--- config.mk ---
export PLATFORM = sky130hd
export DESIGN_NAME = seq_alu_flat
export DESIGN_NICKNAME = d
export VERILOG_FILES = /design/src/rtl/seq_alu_pkg.sv /design/src/rtl/seq_alu_if.sv /design/src/rtl/seq_alu_popk.sv /design/src/rtl/seq_alu.sv /design/src/flat_wrapper.sv
export SDC_FILE = /design/constraint.sdc
export NUM_CORES = 1
export LEC_CHECK = 0
export CAP_MARGIN = 5
export CORE_ASPECT_RATIO = 1.75
export CORE_MARGIN = 2
export CORE_UTILIZATION = 30
export CTS_CLUSTER_DIAMETER = 60
export DETAILED_ROUTE_END_ITERATION = 7
export SLEW_MARGIN = 20
export SYNTH_ARGS = -nofsm -noshare
export SYNTH_HDL_FRONTEND = slang
export SYNTH_SLANG_ARGS = --single-unit
--- constraint.sdc ---
create_clock -name clock -period 2.5 [get_ports clock]
set_input_delay 0.75 -clock clock [delete_from_list [all_inputs] [get_ports clock]]
set_output_delay 0.75 -clock clock [all_outputs]
set_load 0.005 [all_outputs]
--- src/rtl/seq_alu_pkg.sv ---
// Shared op codes, FSM encoding and op normalisation for the sequential ALU.
// Optional multiplier is enabled by defining SEQ_ALU_MUL_EN.
package seq_alu_pkg;

    localparam int unsigned OP_W = 5;

    // Canonical codes; legacy "x" codes are normalised to op[3]=0 before decode
    localparam logic [OP_W-1:0] OP_ADD    = 5'b00000;
    localparam logic [OP_W-1:0] OP_SUB    = 5'b00100;
    localparam logic [OP_W-1:0] OP_AND    = 5'b00001;
    localparam logic [OP_W-1:0] OP_OR     = 5'b00101;
    localparam logic [OP_W-1:0] OP_XOR    = 5'b00010;
    localparam logic [OP_W-1:0] OP_SHLH   = 5'b00110;
    localparam logic [OP_W-1:0] OP_SHL    = 5'b00011;
    localparam logic [OP_W-1:0] OP_SRL    = 5'b00111;
    localparam logic [OP_W-1:0] OP_SRA    = 5'b01111;
    localparam logic [OP_W-1:0] OP_HAMM   = 5'b01011;
    localparam logic [OP_W-1:0] OP_MULLO  = 5'b10000;
    localparam logic [OP_W-1:0] OP_POPCNT = 5'b10001;

    typedef enum logic [1:0] {
        ST_IDLE = 2'd0,
        ST_BUSY = 2'd1,
        ST_DONE = 2'd2
    } state_t;

    // Legacy codes whose low two bits are not 11 ignore op[3]
    function automatic logic [OP_W-1:0] norm_op(input logic [OP_W-1:0] op);
        if (!op[4] && (op[1:0] != 2'b11)) begin
            return {2'b00, op[2:0]};
        end
        return op;
    endfunction

endpackage

--- src/rtl/seq_alu_if.sv ---
// Request/response handshake bundle between the EX stage and seq_alu.
interface seq_alu_if #(
    parameter int unsigned W = 32
);
    logic         in_valid;
    logic         in_ready;
    logic [4:0]   op;
    logic [W-1:0] a;
    logic [W-1:0] b;
    logic         out_valid;
    logic         out_ready;
    logic [W-1:0] result;
    logic         zero;
    logic         err;

    modport master (
        output in_valid, op, a, b, out_ready,
        input  in_ready, out_valid, result, zero, err
    );

    modport slave (
        input  in_valid, op, a, b, out_ready,
        output in_ready, out_valid, result, zero, err
    );
endinterface

--- src/rtl/seq_alu_popk.sv ---
// Combinational population count of one K-bit slice, shared by HAMM and POPCNT.
module seq_alu_popk #(
    parameter  int unsigned K    = 4,
    localparam int unsigned PK_W = $clog2(K) + 1
) (
    input  logic [K-1:0]    i_bits,
    output logic [PK_W-1:0] o_cnt_c
);

    always_comb begin
        o_cnt_c = '0;
        for (int i = 0; i < K; i++) begin
            o_cnt_c = o_cnt_c + PK_W'(i_bits[i]);
        end
    end

endmodule

--- src/rtl/seq_alu.sv ---
// Multi-cycle EX-stage ALU: 1-cycle legacy ops, K-bit/cycle HAMM/POPCNT and optional MULLO.
// MULLO and its shift-add datapath exist only when SEQ_ALU_MUL_EN is defined.
module seq_alu
    import seq_alu_pkg::*;
#(
    parameter int unsigned W = 32,
    parameter int unsigned K = 4
) (
    input logic      clock,
    input logic      resetn,
    seq_alu_if.slave bus
);

    localparam int unsigned N     = W / K;
    localparam int unsigned SH_W  = $clog2(W);
    localparam int unsigned PC_W  = SH_W + 1;
    localparam int unsigned PK_W  = $clog2(K) + 1;
    localparam int unsigned CNT_W = (N > 1) ? $clog2(N) : 1;

    state_t            r_state;
    state_t            w_state_nxt;
    logic [W-1:0]      r_sh;
    logic [PC_W-1:0]   r_pc;
    logic [CNT_W-1:0]  r_cnt;
    logic [W-1:0]      r_result;
    logic              r_zero;
    logic              r_err;

    logic [OP_W-1:0]   w_op_n;
    logic [SH_W-1:0]   w_sh;
    logic [W-1:0]      w_fast_res;
    logic              w_fast_err;
    logic              w_iter;
    logic              w_in_ready;
    logic              w_out_valid;
    logic              w_accept;
    logic              w_step;
    logic              w_last;
    logic [PK_W-1:0]   w_pk;
    logic [PC_W-1:0]   w_pc_nxt;
    logic [W-1:0]      w_iter_res;

`ifdef SEQ_ALU_MUL_EN
    logic [W-1:0]      r_mcand;
    logic [W-1:0]      r_macc;
    logic              r_is_mul;
    logic [W-1:0]      w_macc_nxt;
`endif

    assign w_op_n = norm_op(bus.op);
    assign w_sh   = bus.a[SH_W-1:0];

    // Decode of the presented op: 1-cycle result or iterative flag
    always_comb begin
        w_fast_res = '0;
        w_fast_err = 1'b0;
        w_iter     = 1'b0;
        case (w_op_n)
            OP_ADD:    w_fast_res = bus.a + bus.b;
            OP_SUB:    w_fast_res = bus.a - bus.b;
            OP_AND:    w_fast_res = bus.a & bus.b;
            OP_OR:     w_fast_res = bus.a | bus.b;
            OP_XOR:    w_fast_res = bus.a ^ bus.b;
            OP_SHLH:   w_fast_res = bus.a << (W / 2);
            OP_SHL:    w_fast_res = bus.b << w_sh;
            OP_SRL:    w_fast_res = bus.b >> w_sh;
            OP_SRA:    w_fast_res = W'($signed(bus.b) >>> w_sh);
            OP_HAMM:   w_iter     = 1'b1;
            OP_POPCNT: w_iter     = 1'b1;
`ifdef SEQ_ALU_MUL_EN
            OP_MULLO:  w_iter     = 1'b1;
`endif
            default:   w_fast_err = 1'b1;
        endcase
    end

    always_ff @(posedge clock or negedge resetn) begin
        if (!resetn) begin
            r_state <= ST_IDLE;
        end else begin
            r_state <= w_state_nxt;
        end
    end

    always_comb begin
        w_state_nxt = r_state;
        case (r_state)
            ST_IDLE: if (bus.in_valid) w_state_nxt = w_iter ? ST_BUSY : ST_DONE;
            ST_BUSY: if (w_last)        w_state_nxt = ST_DONE;
            ST_DONE: if (bus.out_ready) w_state_nxt = ST_IDLE;
            default:                    w_state_nxt = ST_IDLE;
        endcase
    end

    always_comb begin
        w_in_ready  = (r_state == ST_IDLE);
        w_out_valid = (r_state == ST_DONE);
        w_accept    = w_in_ready & bus.in_valid;
        w_step      = (r_state == ST_BUSY);
        w_last      = w_step && (r_cnt == CNT_W'(N - 1));
    end

    assign bus.in_ready  = w_in_ready;
    assign bus.out_valid = w_out_valid;
    assign bus.result    = r_result;
    assign bus.zero      = r_zero;
    assign bus.err       = r_err;

    seq_alu_popk #(.K(K)) u_popk (
        .i_bits  (r_sh[K-1:0]),
        .o_cnt_c (w_pk)
    );

    assign w_pc_nxt = r_pc + PC_W'(w_pk);

`ifdef SEQ_ALU_MUL_EN
    // Shift-add: one K-bit digit of the multiplier per BUSY cycle
    always_comb begin
        w_macc_nxt = r_macc;
        for (int j = 0; j < K; j++) begin
            if (r_sh[j]) begin
                w_macc_nxt = w_macc_nxt + (r_mcand << j);
            end
        end
    end

    assign w_iter_res = r_is_mul ? w_macc_nxt : W'(w_pc_nxt);

    always_ff @(posedge clock or negedge resetn) begin
        if (!resetn) begin
            r_mcand  <= '0;
            r_macc   <= '0;
            r_is_mul <= 1'b0;
        end else if (w_accept) begin
            r_mcand  <= bus.a;
            r_macc   <= '0;
            r_is_mul <= (w_op_n == OP_MULLO);
        end else if (w_step) begin
            r_mcand  <= r_mcand << K;
            r_macc   <= w_macc_nxt;
        end
    end
`else
    assign w_iter_res = W'(w_pc_nxt);
`endif

    // Operand shift register, popcount accumulator, step counter and output registers
    always_ff @(posedge clock or negedge resetn) begin
        if (!resetn) begin
            r_sh     <= '0;
            r_pc     <= '0;
            r_cnt    <= '0;
            r_result <= '0;
            r_zero   <= 1'b1;
            r_err    <= 1'b0;
        end else if (w_accept) begin
            r_pc  <= '0;
            r_cnt <= '0;
            if (w_op_n == OP_HAMM) begin
                r_sh <= bus.a ^ bus.b;
            end else if (w_op_n == OP_POPCNT) begin
                r_sh <= bus.a;
            end else begin
                r_sh <= bus.b;
            end
            if (!w_iter) begin
                r_result <= w_fast_res;
                r_zero   <= (w_fast_res == '0);
                r_err    <= w_fast_err;
            end
        end else if (w_step) begin
            r_sh  <= r_sh >> K;
            r_pc  <= w_pc_nxt;
            r_cnt <= r_cnt + CNT_W'(1);
            if (w_last) begin
                r_result <= w_iter_res;
                r_zero   <= (w_iter_res == '0);
                r_err    <= 1'b0;
            end
        end
    end

endmodule

--- src/flat_wrapper.sv ---
// flat-port wrapper written by rule: the top's interface ports become plain ports
module seq_alu_flat import seq_alu_pkg::*;
#(
    parameter int unsigned W = 32,
    parameter int unsigned K = 4
)
  (clock, resetn, bus_in_valid, bus_op, bus_a, bus_b, bus_out_ready, bus_in_ready, bus_out_valid, bus_result, bus_zero, bus_err);
  seq_alu_if #(.W(W)) bus_i ();
  input logic clock;
  input logic resetn;
  input wire logic [$bits(bus_i.in_valid)-1:0] bus_in_valid;
  input wire logic [$bits(bus_i.op)-1:0] bus_op;
  input wire logic [$bits(bus_i.a)-1:0] bus_a;
  input wire logic [$bits(bus_i.b)-1:0] bus_b;
  input wire logic [$bits(bus_i.out_ready)-1:0] bus_out_ready;
  output wire logic [$bits(bus_i.in_ready)-1:0] bus_in_ready;
  output wire logic [$bits(bus_i.out_valid)-1:0] bus_out_valid;
  output wire logic [$bits(bus_i.result)-1:0] bus_result;
  output wire logic [$bits(bus_i.zero)-1:0] bus_zero;
  output wire logic [$bits(bus_i.err)-1:0] bus_err;
  assign bus_i.in_valid = bus_in_valid;
  assign bus_i.op = bus_op;
  assign bus_i.a = bus_a;
  assign bus_i.b = bus_b;
  assign bus_i.out_ready = bus_out_ready;
  assign bus_in_ready = bus_i.in_ready;
  assign bus_out_valid = bus_i.out_valid;
  assign bus_result = bus_i.result;
  assign bus_zero = bus_i.zero;
  assign bus_err = bus_i.err;
  seq_alu #(.W(W), .K(K)) u_core (.clock(clock), .resetn(resetn), .bus(bus_i));
endmodule
# ---- After elaboration in Yosys (flattened, before gate mapping)
# Index checks and enable logic that the tools add are counted.
dict set report totals {
  input_bits 73
  out_inout_bits 36
  register_bits 77
}
dict set report op_classes {
  n_bitwise 4
  n_reduce_logical 13
  n_shift 3
  n_eq_ne 18
  n_mux 31
  addsub 7
}
# cell count
set op_table {}
lappend op_table {{32-bit case mux with 9 select lines} 1}
lappend op_table {{32-bit 2-to-1 mux} 8}
lappend op_table {{32-bit zero test} 2}
lappend op_table {{32-bit adder} 1}
lappend op_table {{32-bit bitwise AND} 1}
lappend op_table {{32-bit OR} 1}
lappend op_table {{32-bit by 5-bit << shifter with 32-bit output} 1}
lappend op_table {{32-bit by 5-bit right shift with 32-bit output} 1}
lappend op_table {{32-bit by 5-bit >>> shifter with 32-bit output} 1}
lappend op_table {{32-bit subtractor} 1}
lappend op_table {{32-bit XOR} 1}
lappend op_table {{5-bit by 3-bit equality test with 1-bit output (second input constant)} 4}
lappend op_table {{6-bit 2-to-1 mux} 2}
lappend op_table {{1-bit 2-to-1 mux} 11}
lappend op_table {{11-bit OR reduction} 1}
lappend op_table {{5-bit by 2-bit equality test with 1-bit output (second input constant)} 2}
lappend op_table {{5-bit by 4-bit equality test with 1-bit output (second input constant)} 2}
lappend op_table {{5-bit 2-to-1 mux} 2}
lappend op_table {{2-bit != test (second input constant)} 5}
lappend op_table {{2-bit 2-to-1 mux} 4}
lappend op_table {{6-bit by 3-bit adder with 6-bit output} 1}
lappend op_table {{3-bit 2-to-1 mux} 2}
lappend op_table {{2-bit case mux with 3 select lines} 1}
lappend op_table {{3-bit AND reduction} 2}
lappend op_table {{other kinds (16)} 18}

# ---- Depth between registers and ports, before layout
# Gate-level depths: netlist of run 1.
dict set report logic_depth {
  ltp_word 10
  depth_mapped 22
  mapped_depth_nobuf 20
}

# ---- Modules after synthesis
# Synthesis of run 1 repeated with hierarchy kept, for this count alone.
dict set report unflattened {
  hier_cells 1714
  area_unflattened_um2 12784.8
}
# module instances area_per_inst_um2 cells_per_inst seq_area_each_um2
set modules_own_cells {}
lappend modules_own_cells {seq_alu 1 12721.0 1706 1928.1}
lappend modules_own_cells {seq_alu_popk 1 63.8 8 0.0}

# ---- Worst setup path after synthesis of run 1
# Ideal clock, no wire load.
dict set report synth_path {
  path_kind {in2reg}
  start {input bus_op[2]}
  end {register u_core.r_zero (netlist: u_core.bus.zero)}
  path_stages 20
  path_slack_ns -2.415
  arrival_ns 4.832
  setup_ns 0.083
  t_required_ns 2.417
  cell_sequence {buf_2 clkbuf_1 clkbuf_1 clkbuf_1 nand3b_1 o31ai_1 xnor2_1 ha_1 clkbuf_1 nand2_1 a31oi_1 nand3_1 o311a_1 or2_1 or4_1 nand3_1 a211oi_1 nand3_1 nor3_2 a221o_1}
}
dict set report synth_between {
  elab_chain_cells 7
  elab_cells_between_ends 21
  classes_between {11 x eq/ne; 6 x mux; 4 x reduce/logical}
}
# element line_no
set synth_lines {}
lappend synth_lines {{start: declaration} flat_wrapper.sv:12} ;# input wire logic [$bits(bus_i.op)-1:0] bus_op;
lappend synth_lines {{5-bit 2-to-1 mux} seq_alu_pkg.sv:29} ;# if (!op[4] && (op[1:0] != 2'b11)) begin
lappend synth_lines {{5-bit 2-to-1 mux *} seq_alu_pkg.sv:32} ;# return op;
lappend synth_lines {{5-bit by 4-bit equality test with 1-bit output (tied with other cells)} seq_alu.sv:58} ;# case (w_op_n)
lappend synth_lines {{32-bit case mux with 9 select lines or 2-bit OR reduction (tied branches)} n/a}
lappend synth_lines {{32-bit zero test or 1-bit 2-to-1 mux (tied branches)} {seq_alu.sv:168, seq_alu.sv:58}}
lappend synth_lines {{1-bit 2-to-1 mux or 2-bit != test (tied branches)} n/a}
lappend synth_lines {{1-bit 2-to-1 mux or 3-bit AND reduction (tied branches)} n/a}
lappend synth_lines {{end signal: assignment} seq_alu.sv:168} ;# r_zero <= (w_fast_res == '0);
lappend synth_lines {{end signal: assignment} seq_alu.sv:177} ;# r_zero <= (w_iter_res == '0);
lappend synth_lines {{end: declaration} seq_alu.sv:26} ;# logic r_zero;
# Mark *: on every way between the ends. The rest lies on a longest branch, timed or not. The select of a mux whose other input is x is not followed.
# A chain may end at the register's enable or synchronous reset.

# ---- Final worst setup path of run 1
dict set report layout_path {
  start {input bus_b[8]}
  end {register u_core.r_zero (netlist: u_core.bus.zero)}
}
dict set report layout_between {
  elab_chain_cells 5
  elab_cells_between_ends 12
  classes_between {2 x add/sub; 3 x shift; 3 x mux; 3 x bitwise; 1 x reduce/logical}
}
# element line_no
set layout_lines {}
lappend layout_lines {{start: declaration} flat_wrapper.sv:14} ;# input wire logic [$bits(bus_i.b)-1:0] bus_b;
lappend layout_lines {{32-bit subtractor (tied with other cells)} seq_alu.sv:60} ;# OP_SUB: w_fast_res = bus.a - bus.b;
lappend layout_lines {{32-bit case mux with 9 select lines *} seq_alu.sv:58}
lappend layout_lines {{32-bit zero test *} seq_alu.sv:168}
lappend layout_lines {{1-bit 2-to-1 mux *} seq_alu.sv:166} ;# if (!w_iter) begin
lappend layout_lines {{1-bit 2-to-1 mux *} seq_alu.sv:156} ;# end else if (w_accept) begin
# Marked as above.

==> metrics, run 1 <==
type of the worst min-delay path input pin to asynchronous set/reset pin; share of post-route cells with drive strength above 1 47.0%; RR Endpoint u_core.bus.zero; Final Critical Period 4480 ps; io pins around 110; first-pass GRT wire length around 130000 um; Root Driver clkbuf_16; CP endpoint kind flop; Critical Path End u_core.bus.zero; DR iter-0 viols roughly 1800; Seq/Total Area, Yosys between 10% and 20%; met3 WL between 5000 and 6000 um; DR vias 18900; Remaining Overflow, GRT 0; Syn Inst Count approximately 1800; most frequent CP cell buf_6; final worst slack -1980 ps; vias per cell approximately 6; H-tree depth 3; Final HPWL DP ~73000 um; vias in the first global route about 19000; DR WL met2 approximately 46000 um; Max Root-Sink Buffers 2; CTS clk-pin slew, worst paths ~80 ps; CTS tree yes; Slew HR 31.7%; Final Skew between 15 and 20 ps; post-route non-filler standard cell count roughly 3100; number of max-cap violations 0; CP startpoint bus_b[8]; count of state elements after synthesis 77; DRC viols 0; f_max ~220 MHz; mean post-synth cell area approximately 7.5 sq um; WL/cell around 30 um; top_reg_cell synth dfrtp_1; Yosys top cell by area dfrtp_1; ys async rst share 100%; core area 44800 sq um; CP Launch Type input pin; reg-to-reg startpoint u_core.r_state[1]; Die Span Y 285 um; Design Power roughly 10000 uW; Die Area between 40000 and 50000 sq um; crit share post-route 179%; Num CTS Buffers 9; Inserted Diodes 0; area share of the largest cell type after synthesis between 10 and 15%; Final ANT Viol Nets 0; r2r worst-path depth 13; max incr delay on CP approximately 500 ps; leak pwr 0.0107 uW; Total Routing Usage GR just under 40%; syn_nets 1977; clock sinks a little under 80; met1 WL 30800 um; worst-path cell chain buf_2, or4_4, nor4_4, buf_4, buf_6, and2_4, a31oi_4, xnor2_1, ha_1, buf_6, buf_6, nand4_1, nor3_2, a21oi_1, o21ai_1, a31o_2, nand3_2, o22a_1, o211ai_1, nand4b_1, nor3_2, a221o_1; initial antenna violation count 0; Initial Util a little under a third; status finished with violations; Synth Warn # 0; EDFF count, synth 0; failing checks negative setup slack; Filler Cell Count between 4000 and 5000; peak supply drop between 0.0004 and 0.0005 V; TritonRoute pass-1 iters 8; Cell variety after synth roughly 100; commonest cells after routing, fill and taps aside 663 x buf_4, 179 x nand2_1, 130 x nor2_1; Worst R2R Setup Slack -560 ps; top post-synthesis cells by area dfrtp_1 14%, ha_1 9.1%, mux4_2 7.5%, mux2i_1 5.5%, nand2_1 5.4%; worst-skew pair later-pin latency 380 ps; Slew Limit Fails 0; CP max stage cell or4_4; crit path max fanout 4; Area growth syn-to-layout 76.5%; data required time of the worst path between 2000 and 3000 ps; Die Wd 165 um; Fin. Hold Viols 0; Top Layer Used met4; largest net degree at the start of global routing 65; commonest non-fill, non-tap cell in the layout buf_4; final setup fails 34; crit path kind input pin to flop; Final nets between 2000 and 3000; actual slew at the worst max-slew pin between 1000 and 1500 ps; routed wire length ~94000 um; gpl congestion 1.05; PD cells 420 nW/um^2; # rows just over 100; Synth Cell Area around 14000 sq um; Worst EP arrival approximately 4800 ps; port buffer count about 110; Inst Count DP ~3000; unrepaired setup endpoints after global routing true
[final cells by class]
type / instances / area, sq um / share of cell area, %
tap: 577 / 722 / 3.02
inverter: 84 / 324 / 1.36
clock inverter: 7 / 105 / 0.440
timing repair buffer: 908 / 8180 / 34.2
sequential: 77 / 1930 / 8.06
clock buffer: 9 / 225 / 0.942
multi-input combinational: 1473 / 12400 / 52.0
[metrics by stage]
stage	cell area, sq um	setup TNS [ps]	hold WS, ps	utilization (%)	setup WS (ps)
after floorplan	14000	-36990	450	-	-1970
after global placement	20300	-112240	462	45.3	-2970
after detailed placement	20300	-114320	470	45.3	-3020
after CTS	23100	-42890	286	51.4	-1930
after global routing	23900	-43010	310	53.3	-2140
final	23900	-39740	284	53.3	-1980
[flip-flops by register name, indices dropped and copies added (netlist names)]
register and flops:
u_core.r_state 2, u_core.r_pc 6, u_core.r_cnt 3, u_core.r_sh 32, u_core.bus.result 32, u_core.bus.zero 1
u_core.bus.err 1
[synth_stat cells (43+ instances only)]
library cell and number:
a211oi_1 43, a21oi_1 141, clkbuf_1 116, dfrtp_1 76, ha_1 99, inv_1 81
mux2i_1 74, mux4_2 45, nand2_1 194, nand3_1 47, nor2_1 169, o21ai_0 126
[layer usage]
layer,vias to the layer above,global-route usage (%)
met5,-,0
met4,0,37.6
met3,433,3.96
met2,1004,66.7
met1,9228,39.9
li1,8253,-
[worst min-delay path by stage]
stage / startpoint / end / depth (start not counted)
final: resetn / u_core.bus.result[28] / 1
after global routing: resetn / u_core.bus.result[28] / 1
after floorplan: resetn / u_core.bus.err / 0
after detailed placement: u_core.bus.result[29] / u_core.bus.result[29] / 2
after global placement: u_core.r_sh[8] / u_core.r_sh[8] / 2
after CTS: resetn / u_core.bus.result[28] / 1
[what timing repair did]
item / 4_1_cts / 5_1_grt
gates resized for setup: 466 / 142
hold buffers: 0 / 0
setup endpoints to repair: 68 / 68
cloned: 10 / 2
buffers inserted: 91 / 48
hold endpoints to repair: 0 / 0
pin swaps: 184 / 99
[cells by family (layout without fill, tap and decap cells)]
group,count (synthesis),count (layout),synth area share [%]
xor gates and xnor gates,50,50,3.23
DFF,77,77,14.2
adders and majority gates,103,103,9.73
muxes,146,146,15.4
AOI/OAI and AO/OA,601,602,29.6
and+or+nand+nor,572,572,19.8
buffers and inverters,252,1008,7.93
[worst max-delay path, delay by kind of cell]
family,cells,cell delay [ps]
simple gates,8,1570
compound gates,7,1250
buf+inv,5,670
fa+ha+maj,1,360
xor+xnor,1,140
[where the power goes]
group | internal, uW | switching (uW)
Sequential | 1670 | 296
Clock | 893 | 660
Combinational | 3160 | 3360
No activity file was read; power rests on OpenSTA's default activity.
==> inputs of run 2 (changes only) <==
--- a/config.mk
+++ b/config.mk
@@ -11,7 +11,7 @@
 export CORE_UTILIZATION = 30
 export CTS_CLUSTER_DIAMETER = 60
 export DETAILED_ROUTE_END_ITERATION = 7
-export SLEW_MARGIN = 20
+export SLEW_MARGIN = 5
 export SYNTH_ARGS = -nofsm -noshare
 export SYNTH_HDL_FRONTEND = slang
 export SYNTH_SLANG_ARGS = --single-unit
==> metrics, run 2 (synthesis results as in run 1) <==
leak pwr between 0.01 and 0.015 uW; vias per cell ~6; commonest non-fill, non-tap cell in the layout buf_4; Worst EP arrival approximately 4800 ps; Final Cell Area approximately 24000 sq um; status finished with violations; CTS clk-pin slew, worst paths around 80 ps; Slew HR 28.8%; Root Driver clkbuf_16; final worst slack -2010 ps; Initial Util a little under a third; WL/cell between 20 and 30 um; initial antenna violation count 0; port buffer count about 110; Remaining Overflow, GRT 0; core area around 45000 sq um; # rows 103; Fin. Hold Viols 0; Final nets approximately 2700; Die Wd between 150 and 200 um; vias in the first global route around 19000; TritonRoute pass-1 iters 6; Worst R2R Setup Slack -520 ps; largest net degree at the start of global routing 65; share of post-route cells with drive strength above 1 46.9%; f_max about 220 MHz; DR iter-0 viols ~1900; post-route non-filler standard cell count roughly 3100; DR vias around 19000; DRC viols 0; CTS tree yes; Num CTS Buffers 9; first-pass GRT wire length between 100000 and 150000 um; Inserted Diodes 0; clock sinks between 70 and 80; data required time of the worst path approximately 2800 ps; crit path max fanout 4; max incr delay on CP 550 ps; CP endpoint kind flop; Max Root-Sink Buffers 2; type of the worst min-delay path input pin to asynchronous set/reset pin; Final Skew around 14 ps; Final HPWL DP ~73000 um; Inst Count DP around 3000; Total Routing Usage GR between 30% and 40%; unrepaired setup endpoints after global routing true; final setup fails 34; PD cells 421 nW/um^2; commonest cells after routing, fill and taps aside 675 x buf_4, 180 x nand2_1, 130 x nor2_1; Die Area 46900 sq um; worst-skew pair later-pin latency roughly 380 ps; gpl congestion about 1.0; actual slew at the worst max-slew pin approximately 1100 ps; CP Launch Type input pin; crit share post-route 180%; Final ANT Viol Nets 0; Area growth syn-to-layout 76.5%; Die Span Y around 290 um; Post-DP Area slightly above 20000 sq um; peak supply drop around 0.00045 V; worst-path cell chain buf_8, or4_4, nor4_4, buf_4, buf_6, and2_4, buf_4, a31oi_4, xnor2_2, ha_4, buf_6, buf_6, nand4_1, nor3_2, buf_4, a31o_2, nand3_2, o22a_1, o211ai_1, nand4b_1, nor3_2, a221o_1; CP max stage cell or4_4; number of max-cap violations 0; io pins approximately 110; r2r worst-path depth 13; crit path kind input pin to flop; reg-to-reg startpoint u_core.r_state[1]; H-tree depth 3; Slew Limit Fails 0; Layout Utilization between 50% and 60%; pre-CTS setup slack -3020 ps; failing checks negative setup slack; Final Critical Period around 4500 ps; RR Endpoint u_core.bus.zero; routed wire length ~93000 um; Hold Buf Count CTS 0
## run 2: cell count changes in the layout (fill, tap and decap cells not counted), moves of 2 or more
cell and delta:
o21ai_1 +2, o21ai_2 -4, buf_16 -2, xnor2_1 +2
dlymetal6s2s_1 -2, buf_4 +12, clkdlybuf4s50_1 +2, xnor2_2 -2
## run 2: cell type report
type | count | area (sq um)
fillers | 4205 | 20900
multi-input cells | 1473 | 12400
repair buffers | 918 | 8230
flip-flops and latches | 77 | 1930
well taps | 577 | 722
inverters | 84 | 324
clock buffers | 9 | 225
clock inverters | 7 | 105
## run 2: metal layers
| layer | track usage [%] | share of wire [%] |
|---|---|---|
| met1 | 39.6 | 33 |
| met2 | 66.6 | 49 |
| met5 | 0 | 0 |
| met3 | 4.36 | 5.4 |
| met4 | 38.2 | 12 |
## run 2: worst max path at each step
stage / to / from / slack (ps)
after floorplan: u_core.bus.zero / bus_b[8] / -1970
after global placement: u_core.bus.zero / bus_b[8] / -2970
after detailed placement: u_core.bus.zero / bus_b[8] / -3020
after CTS: u_core.bus.zero / bus_b[9] / -1930
after global routing: u_core.bus.zero / bus_b[9] / -2140
final: u_core.bus.zero / bus_b[9] / -2010
## run 2: report_power, final
| group | internal (uW) | switching (uW) |
|---|---|---|
| Clock | 893 | 648 |
| Combinational | 3200 | 3360 |
| Sequential | 1670 | 298 |
## run 2: per-stage QoR
step | total power [uW] | setup TNS [ps] | hold slack [ps]
after CTS | 9650 | -42890 | 286
after global routing | 10500 | -44250 | 310
after global placement | 7420 | -112240 | 462
final | 10100 | -40920 | 290
after floorplan | 4410 | -36990 | 450
after detailed placement | 7470 | -114340 | 470
## run 2: worst max-delay path, delay by kind of cell
kind                       cells  cell delay (ps)
AOI/OAI and AO/OA              5             1090
buffers and inverters          7              850
and+or+nand+nor                8             1610
adders and majority gates      1              310
xor gates and xnor gates       1              160
## run 2: repair_timing
item | 4_1_cts | 5_1_grt
pin swaps | 184 | 92
endpoints found under the setup margin | 68 | 68
resized for setup | 467 | 118
cloned | 10 | 2
setup buffers | 92 | 53
